[config.mk]
export PLATFORM = sky130hd
export DESIGN_NAME = csa_pipe
export DESIGN_NICKNAME = d
export VERILOG_FILES = /design/src/rtl/csa_pkg.sv /design/src/rtl/csa_block.sv /design/src/rtl/csa_pipe.sv
export SDC_FILE = /design/constraint.sdc
export NUM_CORES = 1
export LEC_CHECK = 0
export ABC_CLOCK_PERIOD_IN_PS = 2310
export CAP_MARGIN = 20
export CORE_MARGIN = 3
export CORE_UTILIZATION = 52
export CTS_BUF_LIST = sky130_fd_sc_hd__clkbuf_8
export DETAILED_ROUTE_END_ITERATION = 16
export GPL_TIMING_DRIVEN = 0
export PLACE_DENSITY = 0.76
export SYNTH_ARGS = -nofsm -noshare
export SYNTH_HDL_FRONTEND = slang
export SYNTH_SLANG_ARGS = --single-unit
[constraint.sdc]
create_clock -name clk -period 2.31 [get_ports clk]
set_input_delay 0.3465 -clock clk [delete_from_list [all_inputs] [get_ports clk]]
set_output_delay 0.3465 -clock clk [all_outputs]
set_load 0.02 [all_outputs]
[src/rtl/csa_pkg.sv]
// Shared helpers for the pipelined carry-skip adder: block count and the
// per-stage control flags carried alongside the datapath vectors.
package csa_pkg;

  function automatic int nblk(input int width, input int block);
    return width / block;
  endfunction

  typedef struct packed {
    logic valid;
    logic carry;
    logic msb;
  } csa_flags_t;

endpackage

[src/rtl/csa_block.sv]
// One combinational carry-skip block: BLOCK-bit ripple plus a skip mux that
// forwards cin when every bit propagates.
module csa_block #(
  parameter int BLOCK = 4
) (
  input  logic [BLOCK-1:0] a,
  input  logic [BLOCK-1:0] b,
  input  logic             cin,
  output logic [BLOCK-1:0] s,
  output logic             cout,
  output logic             c_msb
);

  logic [BLOCK-1:0] p;
  logic [BLOCK:0]   c;

  assign p = a ^ b;

  always_comb begin
    c    = '0;
    c[0] = cin;
    for (int i = 0; i < BLOCK; i++) begin
      c[i+1] = (a[i] & b[i]) | (p[i] & c[i]);
    end
  end

  assign s     = p ^ c[BLOCK-1:0];
  assign cout  = (&p) ? cin : c[BLOCK];
  assign c_msb = c[BLOCK-1];

endmodule

[src/rtl/csa_pipe.sv]
// Pipelined carry-skip adder/subtractor: one skip block resolved per stage,
// valid/ready on both sides with bubble-collapsing backpressure.
module csa_pipe
  import csa_pkg::*;
#(
  parameter int WIDTH = 16,
  parameter int BLOCK = 4
) (
  input  logic             clk,
  input  logic             rst_n,
  input  logic             in_valid,
  output logic             in_ready,
  input  logic [WIDTH-1:0] a,
  input  logic [WIDTH-1:0] b,
  input  logic             cin,
  input  logic             sub,
  output logic             out_valid,
  input  logic             out_ready,
  output logic [WIDTH-1:0] s,
  output logic             cout,
  output logic             ovf
);

  localparam int NBLK = nblk(WIDTH, BLOCK);

  if ((WIDTH % BLOCK) != 0 || WIDTH < BLOCK) begin : g_bad_width
    $error("csa_pipe: WIDTH must be a non-zero multiple of BLOCK");
  end

  // Operand vectors are kept shifted so the next block always sits at [BLOCK-1:0].
  typedef struct packed {
    csa_flags_t       flags;
    logic [WIDTH-1:0] sum;
    logic [WIDTH-1:0] a_rem;
    logic [WIDTH-1:0] b_rem;
  } stage_t;

  stage_t           stage_q  [NBLK];
  stage_t           stage_d  [NBLK];
  logic             adv      [NBLK];
  logic             src_valid[NBLK];
  logic             src_carry[NBLK];
  logic [WIDTH-1:0] src_a    [NBLK];
  logic [WIDTH-1:0] src_b    [NBLK];
  logic [WIDTH-1:0] src_sum  [NBLK];
  logic [BLOCK-1:0] blk_s    [NBLK];
  logic             blk_cout [NBLK];
  logic             blk_cmsb [NBLK];

  for (genvar gi = 0; gi < NBLK; gi++) begin : g_stage
    if (gi == 0) begin : g_src_in
      assign src_valid[gi] = in_valid;
      assign src_carry[gi] = cin ^ sub;
      assign src_a[gi]     = a;
      assign src_b[gi]     = b ^ {WIDTH{sub}};
      assign src_sum[gi]   = '0;
    end else begin : g_src_prev
      assign src_valid[gi] = stage_q[gi-1].flags.valid;
      assign src_carry[gi] = stage_q[gi-1].flags.carry;
      assign src_a[gi]     = stage_q[gi-1].a_rem;
      assign src_b[gi]     = stage_q[gi-1].b_rem;
      assign src_sum[gi]   = stage_q[gi-1].sum;
    end

    csa_block #(.BLOCK(BLOCK)) u_blk (
      .a     (src_a[gi][BLOCK-1:0]),
      .b     (src_b[gi][BLOCK-1:0]),
      .cin   (src_carry[gi]),
      .s     (blk_s[gi]),
      .cout  (blk_cout[gi]),
      .c_msb (blk_cmsb[gi])
    );
  end

  always_comb begin
    adv = '{default: 1'b0};
    adv[NBLK-1] = !stage_q[NBLK-1].flags.valid || out_ready;
    for (int k = NBLK - 2; k >= 0; k--) begin
      adv[k] = !stage_q[k].flags.valid || adv[k+1];
    end

    for (int k = 0; k < NBLK; k++) begin
      stage_d[k] = stage_q[k];
      if (adv[k]) begin
        stage_d[k].flags.valid = src_valid[k];
        stage_d[k].flags.carry = blk_cout[k];
        stage_d[k].flags.msb   = blk_cmsb[k];
        stage_d[k].sum         = src_sum[k] | (WIDTH'(blk_s[k]) << (k * BLOCK));
        stage_d[k].a_rem       = src_a[k] >> BLOCK;
        stage_d[k].b_rem       = src_b[k] >> BLOCK;
      end
    end
  end

  always_ff @(posedge clk or negedge rst_n) begin
    if (!rst_n) begin
      stage_q <= '{default: '0};
    end else begin
      stage_q <= stage_d;
    end
  end

  assign in_ready  = adv[0];
  assign out_valid = stage_q[NBLK-1].flags.valid;
  assign s         = stage_q[NBLK-1].sum;
  assign cout      = stage_q[NBLK-1].flags.carry;
  assign ovf       = stage_q[NBLK-1].flags.msb ^ stage_q[NBLK-1].flags.carry;

endmodule
## After elaboration in Yosys (flattened, before gate mapping)

Cells that the tools add are included.

| word-level totals | value |
|---|---|
| flip-flop bits (word level) | 109 |
| input port bits | 38 |
| output and inout bits | 20 |
| word-level logic and storage cells | 97 |

| operators by class | value |
|---|---|
| reductions and logical operators | 12 |
| bitwise operators | 62 |
| muxes and demuxes | 4 |

Operators by type and width:

| cell | number |
|---|---|
| $and 1x1->1 | 32 |
| $xor 4x4->4 | 8 |
| $or 1x1->1 | 16 |
| $or 16x12->16 | 1 |
| $or 16x16->16 | 1 |
| $reduce_and 4->1 | 4 |
| $xor 16x16->16 | 1 |
| $or 4x8->8 | 1 |
| $logic_not 1->1 | 4 |
| $logic_or 1x1->1 | 4 |
| $mux 1 | 4 |
| $xor 1x1->1 | 2 |

## Logic depth before layout (Yosys ltp)

Gate-level depths: netlist of run 1.

| depth | value |
|---|---|
| depth in word-level cells | 11 |
| mapped depth | 11 |
| depth with buffers taken out | 10 |

## By module

Synthesis of run 1 repeated with hierarchy kept, for this count alone.

| second synthesis, totals | value |
|---|---|
| cell total of the unflattened synthesis | 338 |
| area total of the unflattened synthesis | 4,639.4 um2 |

By module, submodules not included:

| module | instances | area an instance (um2) | cells each | seq. area each (um2) |
|---|---|---|---|---|
| csa_pipe | 1 | 3,898.7 | 258 | 2,427.3 |
| csa_block | 4 | 185.2 | 20 | 0.0 |

## Least setup slack after synthesis of run 1

No wires, ideal clock.

| timing path | value |
|---|---|
| path kind | input-to-reg |
| start point | input sub |
| end point | register stage_q (netlist bit src_sum[35]) |
| setup time | 125 ps |
| path buffers | 2 |
| slack | -556 ps |
| arrival time | 2,741 ps |
| data required time | 2,185 ps |
| cell stages on the path | 10 |
| path through | buf_2 buf_2 xor2_1 fa_1 inv_1 fa_1 fa_1 inv_1 fa_1 mux2_4 |

RTL lines:

| what | RTL line | source |
|---|---|---|
| start, declared | csa_pipe.sv:16 | `input logic sub,` |
| end signal, assigned | csa_pipe.sv:99 | `stage_q <= stage_d;` |
| end, declared | csa_pipe.sv:38 | `stage_t stage_q [NBLK];` |

==> results of run 1 <==
-- per-layer routing --
| layer | share of wire | vias to the layer above |
|---|---|---|
| met3 | 0.039 | 12 |
| li1 | - | 1396 |
| met4 | 0.015 | 0 |
| met2 | 0.50 | 69 |
| met1 | 0.44 | 1404 |
| met5 | 0 | - |
-- cell type report --
type,count,share of cell area
Sequential cell,97,0.423
Multi-Input combinational cell,228,0.327
Timing Repair Buffer,73,0.126
Buffer,36,0.0452
Clock buffer,11,0.0264
Tap cell,105,0.0229
Inverter,29,0.0194
Clock inverter,5,0.00960
-- final timing paths --
kind / endpoint / start / slack (ps) / depth (start not counted)
setup / recovery: s[15] / src_a[0] / 20 / 9
setup reg to reg: s[15] / src_a[0] / 20 / 9
hold / removal: src_b[33] / sub / 320 / 3
max in group asynchronous: src_carry[1] / rst_n / 1240 / 3
min in group asynchronous: src_b[41] / rst_n / 430 / 2
hold reg to reg: src_b[23] / src_b[23] / 480 / 2
-- worst register-to-register path, delay by kind of cell (launching register included) --
family	cells	cell delay [ps]
adder cells (fa/ha/maj)	4	1300
flip-flops	1	380
multiplexers	1	270
buffers and inverters	4	230
-- power breakdown --
part	switching, W	total, W	internal [W]
registers	0.000321	0.00252	0.00220
logic	0.000867	0.00199	0.00112
clock network	0.000558	0.00111	0.000556
-- sequential cells by signal, summed over array words and instances (netlist names) --
name / cells
src_a: 24
src_b: 24
src_sum: 24
s: 16
src_carry: 3
src_valid: 3
cout: 1
out_valid: 1
stage_q: 1
-- per-stage QoR --
step / setup WS, ps / utilization / hold slack [ps]
final: 23.8 / 0.684 / 319
after floorplan: -178 / - / 50.9
after global placement: -2470 / 0.636 / 450
after detailed placement: -634 / 0.639 / 268
after CTS: 0.308 / 0.671 / 311
after global routing: -19.6 / 0.684 / 336
-- synthesized netlist by cell type --
master                      n  area, sq um
sky130_fd_sc_hd__nand3b_1   1         7.51
sky130_fd_sc_hd__inv_4      1         6.26
sky130_fd_sc_hd__mux2_4     8          120
sky130_fd_sc_hd__mux2i_1    3         30.0
sky130_fd_sc_hd__inv_1     28          105
sky130_fd_sc_hd__a21oi_1    9         45.0
sky130_fd_sc_hd__ha_1      16          200
sky130_fd_sc_hd__xor2_1     6         52.6
sky130_fd_sc_hd__buf_6      2         22.5
sky130_fd_sc_hd__dfrtp_1   97         2430
sky130_fd_sc_hd__nand2b_1   5         31.3
sky130_fd_sc_hd__and4b_1    1         10.0
sky130_fd_sc_hd__nand4_1    4         25.0
sky130_fd_sc_hd__nand2_1   62          233
sky130_fd_sc_hd__buf_2      5         25.0
sky130_fd_sc_hd__o21ai_0   23          115
sky130_fd_sc_hd__nand3_1   15         75.1
sky130_fd_sc_hd__xnor2_1   12          105
sky130_fd_sc_hd__buf_4     17          128
sky130_fd_sc_hd__nor2_1     9         33.8
sky130_fd_sc_hd__and2_1     1         6.26
sky130_fd_sc_hd__nand4b_1   1         8.76
sky130_fd_sc_hd__clkbuf_1  12         45.0
sky130_fd_sc_hd__fa_1      16          320
sky130_fd_sc_hd__mux2_2    36          405
-- cells by family (layout without fill, tap and decap cells) --
kind of cell | after synthesis | count (layout) | share of synthesized area
xor+xnor | 18 | 18 | 0.0344
fa+ha+maj | 32 | 32 | 0.114
mux | 47 | 47 | 0.121
flops | 97 | 97 | 0.530
simple gates | 99 | 99 | 0.0939
buf+inv | 65 | 154 | 0.0723
compound gates | 32 | 32 | 0.0349
-- repair_timing --
item / in CTS / in global routing
hold buffers: 1 / 0
setup buffers: 5 / 10
endpoints found under the hold margin: 23 / 0
pin swaps: 4 / 11
gates cloned: 0 / 0
gates resized for setup: 19 / 13
endpoints found under the setup margin: 5 / 7
==> impl_summary.txt, run 1 <==
----------------------------------------------------
[Outcome]
  Status ... completed

[Floorplanning]
  Number of placement rows ... 33
  Initial core utilization ... 0.547
  Chip height ... 99.9 um
  Number of placed I/O pins ... 58
  Core Region ... 0.00838 sq mm
  Horizontal die dimension ... 99.9 um
  Die Footprint ... 0.00998 sq mm

[Clocking]
  Total number of H-tree levels ... 3
  Clock tree from TritonCTS ... built
  TritonCTS Buffers ... 9
  Clock edge transition at the registers on the reported setup and hold paths ... 90 ps
  Buffers from clock root to sink, at most ... 2
  Sinks on Clock Net ... 97
  Clock tree root driver cell ... sky130_fd_sc_hd__clkbuf_8
  Clock insertion delay at the later pin of the skew report ... 350 ps

[Global route]
  GRT Max-Usage Layer ... met2
  Final global-route overflow total ... 0
  Met2 capacity usage during global routing ... 0.290
  Number of global-route vias before repair ... 2999
  Met3 demand-to-capacity share in global routing ... 0.0257
  Met1 Track Usage GR ... 0.243
  First-pass GRT wire length ... 14000 um
  Number of antenna violations at the first check in global routing ... 0
  Overall track demand over capacity in global routing ... 0.177
  Largest net degree at the start of global routing ... 75

[Yosys]
  Post-synth net total ... 460
  Synth Instances ... 390
  Synthesized area divided by synthesized cell count ... 11.8 sq um
  Cell area after technology mapping ... 0.00458 sq mm
  Number of synthesized register bits ... 97
  Number of distinct library cells after synthesis ... 25
  Share of the yosys chip area belonging to registers ... 0.530
  Number of warnings reported in the yosys synthesis log ... 0

[Setup path]
  Critical path launch point type ... flop
  Setup CP Type ... reg2reg
  Endpoint type of the worst setup path ... flop
  Highest-delay cell along the critical path ... sky130_fd_sc_hd__dfrtp_1
  Critical path's top delay family ... adder cells
  Largest fanout on the critical path ... 2
  WP data required ... 2550 ps
  Cell seen most often among critical-path stages ... sky130_fd_sc_hd__inv_2
  Number of buffers and inverters on the critical path ... 4
  Data arrival at the endpoint of the critical path ... 2530 ps
  Crit-path cells ... inv_2 > fa_2 > inv_2 > fa_2 > inv_2 > fa_2 > inv_2 > fa_1 > mux2_2
  Slowest stage delay, CP ... 380 ps

[Placement]
  Routability congestion estimate from global placement ... 0.830
  Post-DP HPWL ... 6140 um
  Input/output buffers ... 56
  Total placed cells including tap cells ... 552
  Area of placed instances ... 0.00536 sq mm

[Route]
  DRT Wirelength ... 8200 um
  Post-DR wirelength/cell ... 14.0 um
  Initial DRT Pass Iterations ... 4
  Violation count after the first detailed-routing iteration ... 101
  DR vias ... 2881
  Number of remaining DRC errors ... 0
  Antenna Nets Post-Route ... 0
  Vias per cell ... 4.93

[Finish]
  Count of inserted antenna diode cells ... 0
  Net total in the final layout ... 544
  Filler-free cell count of the finished design ... 584
  Share of post-route cells with drive strength above 1 ... 0.263
  Area of the multi-input gates ... 0.00187 sq mm
  Area growth from synthesis to final layout ... 25.1%
  Cell area after layout ... 0.00573 sq mm
  Most common cell after layout, fill and taps aside ... sky130_fd_sc_hd__dfrtp_1
  Leading cell types in the layout, fill and taps excluded ... sky130_fd_sc_hd__dfrtp_1, sky130_fd_sc_hd__nand2_1, sky130_fd_sc_hd__clkdlybuf4s50_1
  Register Area ... 0.00243 sq mm
  Fill cell count ... 649

[STA]
  Final cycle utilization of the critical path ... 0.990
  Final hold violation count ... 0
  Max-slew violations ... 0
  Worst slew pin tran ... 525 ps
  Post-route clock skew ... 7.94 ps
  Setup tns final ... 0 ps
  Shortest clock period the worst path allows after layout ... 2290 ps
  Number of setup violations in the final report ... 0
  Slew HR ... 0.650
  Maximum achievable frequency ... 437 MHz

[Pwr]
  Static leakage ... 2.68 nW
  Total power per unit cell area ... 982 mW/mm^2
  Peak supply drop ... 0.000387 V
  Design Power ... 0.00563 W

[Flow run]
  Count of maximum capacitance violations ... 0

[Hold path]
  Worst Hold Class ... in2reg

----------------------------------------------------
No activity file was read; power rests on OpenSTA's default activity.
==> run 2, diff against run 1 <==
Settings changed: CORE_UTILIZATION 52 to 50, PLACE_DENSITY 0.76 to 0.73.
==> run 2 against run 1 <==
- the run now ends with hold timing, setup timing left
- sequential share of layout area shrank 0.11 points
- global-route usage shrank 0.63 points
- non-clock buffer count grew 5
- largest cell class unchanged
==> impl_summary.txt, run 2 (synthesis gave the netlist of run 1 again) <==
----------------------------------------------------
[Finish]
  Fill cell count ... 686 (+5.7%)
  Share of post-route cells with drive strength above 1 ... 0.273 (+0.00968)
  Final core utilization ... 0.653 (-0.0312)
  Leading cell types in the layout, fill and taps excluded ... sky130_fd_sc_hd__dfrtp_1, sky130_fd_sc_hd__nand2_1, sky130_fd_sc_hd__clkdlybuf4s50_1
  Register Area ... 0.00243 sq mm (unchanged)
  Most common cell after layout, fill and taps aside ... sky130_fd_sc_hd__dfrtp_1
  Cell area after layout ... 0.00575 sq mm (+0.26%)
  Net total in the final layout ... 549 (+0.92%)
  Filler-free cell count of the finished design ... 592 (+1.4%)
  Count of inserted antenna diode cells ... 0 (unchanged)
  Area growth from synthesis to final layout ... 25.4%
  Area of the multi-input gates ... 0.00188 sq mm (+0.13%)

[Route]
  Post-DR wirelength/cell ... 13.9 um (-1.1%)
  DR vias ... 2879 (-0.069%)
  DRT Wirelength ... 8220 um (+0.30%)
  Initial DRT Pass Iterations ... 4 (unchanged)
  Number of remaining DRC errors ... 0 (unchanged)
  Violation count after the first detailed-routing iteration ... 77 (-24%)
  Vias per cell ... 4.86 (-1.4%)
  Antenna Nets Post-Route ... 0 (unchanged)

[Pwr]
  Peak supply drop ... 0.000366 V (-5.5%)
  Internal portion of total power ... 0.00384 W (-0.99%)
  Fraction of power consumed by sequential logic ... 0.448 (about the same)
  Share of total power in the clock network ... 0.192 (-0.006)
  Total power per unit cell area ... 977 mW/mm^2 (-0.52%)
  Switching power ... 0.00177 W (+1.4%)
  Static leakage ... 2.69 nW (+0.68%)
  Part of the power in combinational logic ... 0.360 (+0.006)
  Sw Ratio ... 0.315 (+0.00505)

[STA]
  RSZ-0062 raised after global routing ... yes
  Worst Setup Slack, final ... -3.03 ps (-26.9 ps)
  Final cycle utilization of the critical path ... 1.00 (+0.0116)
  Worst Hold Slack ... -10.8 ps (-330 ps)
  Maximum achievable frequency ... 432 MHz (-1.2%)
  Final hold violation count ... 6 (+6)
  Slew HR ... 0.587 (-0.0634)
  Post-route clock skew ... 8.88 ps (+0.937 ps)
  Max-slew violations ... 0 (unchanged)
  Shortest clock period the worst path allows after layout ... 2310 ps (+26.9 ps)
  Number of setup violations in the final report ... 1 (+1)
  Worst slew pin tran ... 620 ps (+95.0 ps)

[Placement]
  Routability congestion estimate from global placement ... 0.821 (-1.1%)
  Post-DP HPWL ... 6120 um (-0.26%)
  Input/output buffers ... 56 (unchanged)
  Area of placed instances ... 0.00536 sq mm (about the same)
  Total placed cells including tap cells ... 555 (+0.54%)

[Hold path]
  Worst Hold Class ... in2async

[Clocking]
  Sinks on Clock Net ... 97 (unchanged)
  Buffers from clock root to sink, at most ... 2 (unchanged)
  Clock edge transition at the registers on the reported setup and hold paths ... 90 ps (about the same)
  Clock tree from TritonCTS ... built
  Number of buffers inserted for hold repair after clock tree synthesis ... 0 (-1)
  Clock tree root driver cell ... sky130_fd_sc_hd__clkbuf_8
  Clock insertion delay at the later pin of the skew report ... 360 ps (about the same)
  TritonCTS Buffers ... 9 (unchanged)
  Total number of H-tree levels ... 3 (unchanged)

[Outcome]
  Failing checks ... hold timing, setup timing
  Status ... finished, violations left

[Global route]
  Largest net degree at the start of global routing ... 51 (-32%)
  Final global-route overflow total ... 0 (unchanged)
  First-pass GRT wire length ... 13700 um (-1.9%)
  Number of global-route vias before repair ... 2920 (-2.6%)
  Number of antenna violations at the first check in global routing ... 0 (unchanged)
  Overall track demand over capacity in global routing ... 0.171 (-0.00633)

[Floorplanning]
  Chip height ... 102 um (+1.9%)
  Number of placed I/O pins ... 58 (unchanged)
  Core Region ... 0.00881 sq mm (+5.1%)
  Horizontal die dimension ... 102 um (+1.9%)
  Number of placement rows ... 34 (+3.0%)
  Die Footprint ... 0.0104 sq mm (+3.8%)
  Initial core utilization ... 0.520 (-0.0263)

[Setup path]
  Largest fanout on the critical path ... 2 (unchanged)
  Setup CP Type ... reg2reg
  Data arrival at the endpoint of the critical path ... 2560 ps (+30 ps)
  WP data required ... 2550 ps (about the same)
  Endpoint type of the worst setup path ... flop
  Critical path launch point type ... flop

[Flow run]
  Count of maximum capacitance violations ... 0 (unchanged)

----------------------------------------------------
[run 2: metal layers]
metal | global-route usage | vias to the layer above | share of wire
li1 | - | 1410 | -
met1 | 0.230 | 1399 | 0.46
met2 | 0.283 | 60 | 0.49
met3 | 0.0213 | 10 | 0.036
met4 | 0.0675 | 0 | 0.016
met5 | 0 | - | 0
[run 2: worst paths after layout]
path / from / to / slack, ps / cells past startpoint
min in group clk: sub / src_b[33] / 380 / 4
min reg2reg: src_a[22] / src_a[22] / 470 / 2
min: rst_n / s[4] / -10 / 1
max: src_b[0] / s[15] / -3 / 9
max reg2reg: src_b[0] / s[15] / -3 / 9
max in group asynchronous: rst_n / src_b[38] / 1670 / 2
[run 2: area by class of cell]
class | instances | share of cell area
buffer | 36 | 0.0451
clock buffer | 9 | 0.0216
clock inverter | 7 | 0.0122
inverter | 29 | 0.0194
multi-input combinational | 228 | 0.327
sequential | 97 | 0.422
tap | 108 | 0.0235
timing repair buffer | 78 | 0.129
[run 2: worst max-delay path, stage by stage (launching register included)]
cell and delay (ps):
sky130_fd_sc_hd__dfrtp_1 390, sky130_fd_sc_hd__inv_2 60, sky130_fd_sc_hd__fa_2 390, sky130_fd_sc_hd__inv_2 60, sky130_fd_sc_hd__fa_2 190, sky130_fd_sc_hd__inv_2 40
sky130_fd_sc_hd__fa_2 360, sky130_fd_sc_hd__inv_2 70, sky130_fd_sc_hd__fa_1 380, sky130_fd_sc_hd__mux2_4 260
[run 2: power groups by stage]
stage	Clock (W)	Sequential (W)	Combinational (W)
after global routing	0.00117	0.00259	0.00224
final	0.00108	0.00251	0.00202
after floorplan	0	0.00245	0.00127
after CTS	0.00110	0.00252	0.00196
after detailed placement	0	0.00255	0.00190
after global placement	0	0.00253	0.00183
[run 2: timing repair]
item	CTS	global route
hold endpoints to repair	0	0
pin swaps	2	10
endpoints found under the setup margin	6	8
buffers inserted	4	17
resized for setup	17	16
[run 2: metrics by stage]
stage | hold slack [ps] | TNS, ps | power [W] | setup slack [ps]
global route | 40.7 | -81.8 | 0.00600 | -54.8
detailed placement | 401 | -1730 | 0.00445 | -595
floorplan | 50.9 | -178 | 0.00372 | -178
finish | -10.8 | -3.03 | 0.00561 | -3.03
CTS | 9.90 | 0 | 0.00557 | 0.204
global placement | 448 | -245080 | 0.00436 | -2510
==> run 3, diff against run 2 <==
Settings changed: ABC_CLOCK_PERIOD_IN_PS 2310 to 2800, CORE_MARGIN 3 to default, HOLD_SLACK_MARGIN from default to 0.05, PLACE_DENSITY 0.73 to 0.7.
Clock period 2.31 ns to 2.8 ns, I/O delays scaled along.
==> run 3 against run 2 <==
- die area shrank 7.7%
- final cell count shrank 3.4%
- clock power shrank 7%
- clock skew grew 4.0 ps
- wire length shrank 7.8%
- core utilization shrank 2.2 points
- total power shrank 18%
- the run ends with DRC left
- via count shrank 4.5%
- first-iteration DRC count grew 30%
==> impl_summary.txt, run 3 (synthesis gave the netlist of run 1 again) <==
----------------------------------------------------
[Outcome]
  Status ... finished, violations left
  Failing checks ... DRC

[Finish]
  Leading cell types in the layout, fill and taps excluded ... sky130_fd_sc_hd__dfrtp_1, sky130_fd_sc_hd__nand2_1, sky130_fd_sc_hd__clkdlybuf4s50_1
  Net total in the final layout ... 529 (-3.6%)
  Most common cell after layout, fill and taps aside ... sky130_fd_sc_hd__dfrtp_1
  Fill cell count ... 729 (+6.3%)
  Share of post-route cells with drive strength above 1 ... 0.188 (-0.0852)
  Count of inserted antenna diode cells ... 0 (unchanged)
  Area growth from synthesis to final layout ... 21.2%

[Clocking]
  Clock tree from TritonCTS ... built
  Clock tree root driver cell ... sky130_fd_sc_hd__clkbuf_8
  Total number of H-tree levels ... 3 (unchanged)
  Post-CTS Setup Repair Bufs ... 0 (-4)
  TritonCTS Buffers ... 9 (unchanged)
  Sinks on Clock Net ... 97 (unchanged)
  Clock edge transition at the registers on the reported setup and hold paths ... 80 ps (about the same)
  Buffers from clock root to sink, at most ... 2 (unchanged)
  Clock insertion delay at the later pin of the skew report ... 360 ps (about the same)

[STA]
  Shortest clock period the worst path allows after layout ... 2660 ps
  Maximum achievable frequency ... 376 MHz
  Post-route clock skew ... 12.9 ps (+3.99 ps)
  RSZ-0062 raised after global routing ... no
  Slew HR ... 0.670 (+0.0832)
  Worst slew pin tran ... 495 ps (-125 ps)
  Max-slew violations ... 0 (unchanged)
  Number of setup violations in the final report ... 0 (-1)
  Worst Setup Slack, final ... 141 ps (+144 ps)
  Final hold violation count ... 0 (-6)
  Final cycle utilization of the critical path ... 0.950

[Setup path]
  Critical path launch point type ... input pin
  Data arrival at the endpoint of the critical path ... 2900 ps (+340 ps)
  WP data required ... 3040 ps (+490 ps)
  Largest fanout on the critical path ... 2 (unchanged)
  Endpoint type of the worst setup path ... flop
  Setup CP Type ... in2reg
  R2r setup slk ... 320 ps (+320 ps)

[Flow run]
  Count of maximum capacitance violations ... 0 (unchanged)

[Route]
  Vias per cell ... 4.81 (-1.2%)
  Initial DRT Pass Iterations ... 10 (+6)
  Number of remaining DRC errors ... 4 (+4)
  DRT Wirelength ... 7580 um (-7.8%)
  DR vias ... 2749 (-4.5%)
  Post-DR wirelength/cell ... 13.3 um (-4.6%)
  Violation count after the first detailed-routing iteration ... 100 (+30%)
  Antenna Nets Post-Route ... 0 (unchanged)

[Floorplanning]
  Die Footprint ... 0.00955 sq mm (-7.7%)
  Initial core utilization ... 0.520 (unchanged)
  Horizontal die dimension ... 97.7 um (-3.9%)
  Number of placed I/O pins ... 58 (unchanged)
  Chip height ... 97.7 um (-3.9%)
  Core Region ... 0.00881 sq mm (unchanged)
  Number of placement rows ... 34 (unchanged)

[Placement]
  Post-DP HPWL ... 5810 um (-5.1%)
  Input/output buffers ... 56 (unchanged)
  Routability congestion estimate from global placement ... 0.772 (-6.0%)
  Post-Place Worst Slack ... -233 ps (+363 ps)

[Hold path]
  Worst Hold Class ... reg2reg

[Pwr]
  Total power per unit cell area ... 829 mW/mm^2 (-15%)
  Static leakage ... 2.59 nW (-3.9%)
  Peak supply drop ... 0.000281 V (-23%)
  Design Power ... 0.00461 W (-18%)

[Global route]
  Number of global-route vias before repair ... 2883 (-1.3%)
  Final global-route overflow total ... 0 (unchanged)
  Overall track demand over capacity in global routing ... 0.183 (+0.0127)
  Number of antenna violations at the first check in global routing ... 0 (unchanged)
  First-pass GRT wire length ... 13700 um (-0.41%)
  Largest net degree at the start of global routing ... 72 (+41%)

----------------------------------------------------
-- run 3: cell count changes in the layout (fill, tap and decap cells not counted), sizes merged --
cell	before	now
buf	48	26
bufinv	1	2
clkdlybuf4s15	1	0
clkdlybuf4s50	49	54
clkinv	1	0
clkinvlp	3	1
dlygate4sd2	0	1
dlygate4sd3	0	1
dlymetal6s2s	3	0
inv	31	32
-- run 3: layout make-up --
class / instances / area, sq um / share of cell area
Sequential cell: 97 / 2430 / 0.437
Clock inverter: 6 / 88.8 / 0.0160
Multi-Input combinational cell: 228 / 1830 / 0.330
Timing Repair Buffer: 58 / 594 / 0.107
Inverter: 29 / 111 / 0.0201
Tap cell: 108 / 135 / 0.0243
Buffer: 36 / 226 / 0.0408
Clock buffer: 10 / 138 / 0.0248
-- run 3: worst max-delay path, cell delays in order --
cell and delay (ps):
sky130_fd_sc_hd__clkdlybuf4s50_1 470, sky130_fd_sc_hd__xor2_1 230, sky130_fd_sc_hd__fa_1 220, sky130_fd_sc_hd__inv_1 50
sky130_fd_sc_hd__fa_1 370, sky130_fd_sc_hd__fa_1 370, sky130_fd_sc_hd__inv_1 80, sky130_fd_sc_hd__fa_1 420
sky130_fd_sc_hd__mux2_4 260
-- run 3: repair_timing --
action,CTS,global route
resized for setup,1,0
endpoints found under the hold margin,26,0
endpoints found under the setup margin,1,0
hold buffers,1,0
-- run 3: final timing paths --
path | startpoint | to | cells after the start
hold / removal | src_sum[17] | src_sum[17] | 2
setup / recovery | cin | src_sum[35] | 9
setup reg to reg | src_carry[0] | s[15] | 9
max in group asynchronous | rst_n | src_sum[34] | 3
hold reg to reg | src_sum[17] | src_sum[17] | 2
min in group asynchronous | rst_n | src_a[22] | 2
-- run 3: through the flow --
stage,instances,cell area [sq um],util,hold slack (ps),TNS (ps)
global route,572,5550,0.631,503,0
finish,572,5550,0.631,473,0
detailed placement,555,5320,0.604,363,-345
floorplan,390,4600,-,124,0
global placement,554,5290,0.601,449,-204280
CTS,572,5550,0.631,476,0
-- run 3: power by group --
part	internal, W	total (W)	switching [W]
logic	0.000851	0.00153	0.000679
clock network	0.000531	0.00100	0.000473
registers	0.00182	0.00207	0.000255
total	0.00320	0.00461	0.00141
-- run 3: layer usage --
metal,vias up,track usage,part of all wire
met5,-,0,0
met4,0,0.0804,0.018
met3,11,0.0279,0.037
met2,61,0.287,0.46
met1,1305,0.257,0.48
li1,1372,-,-
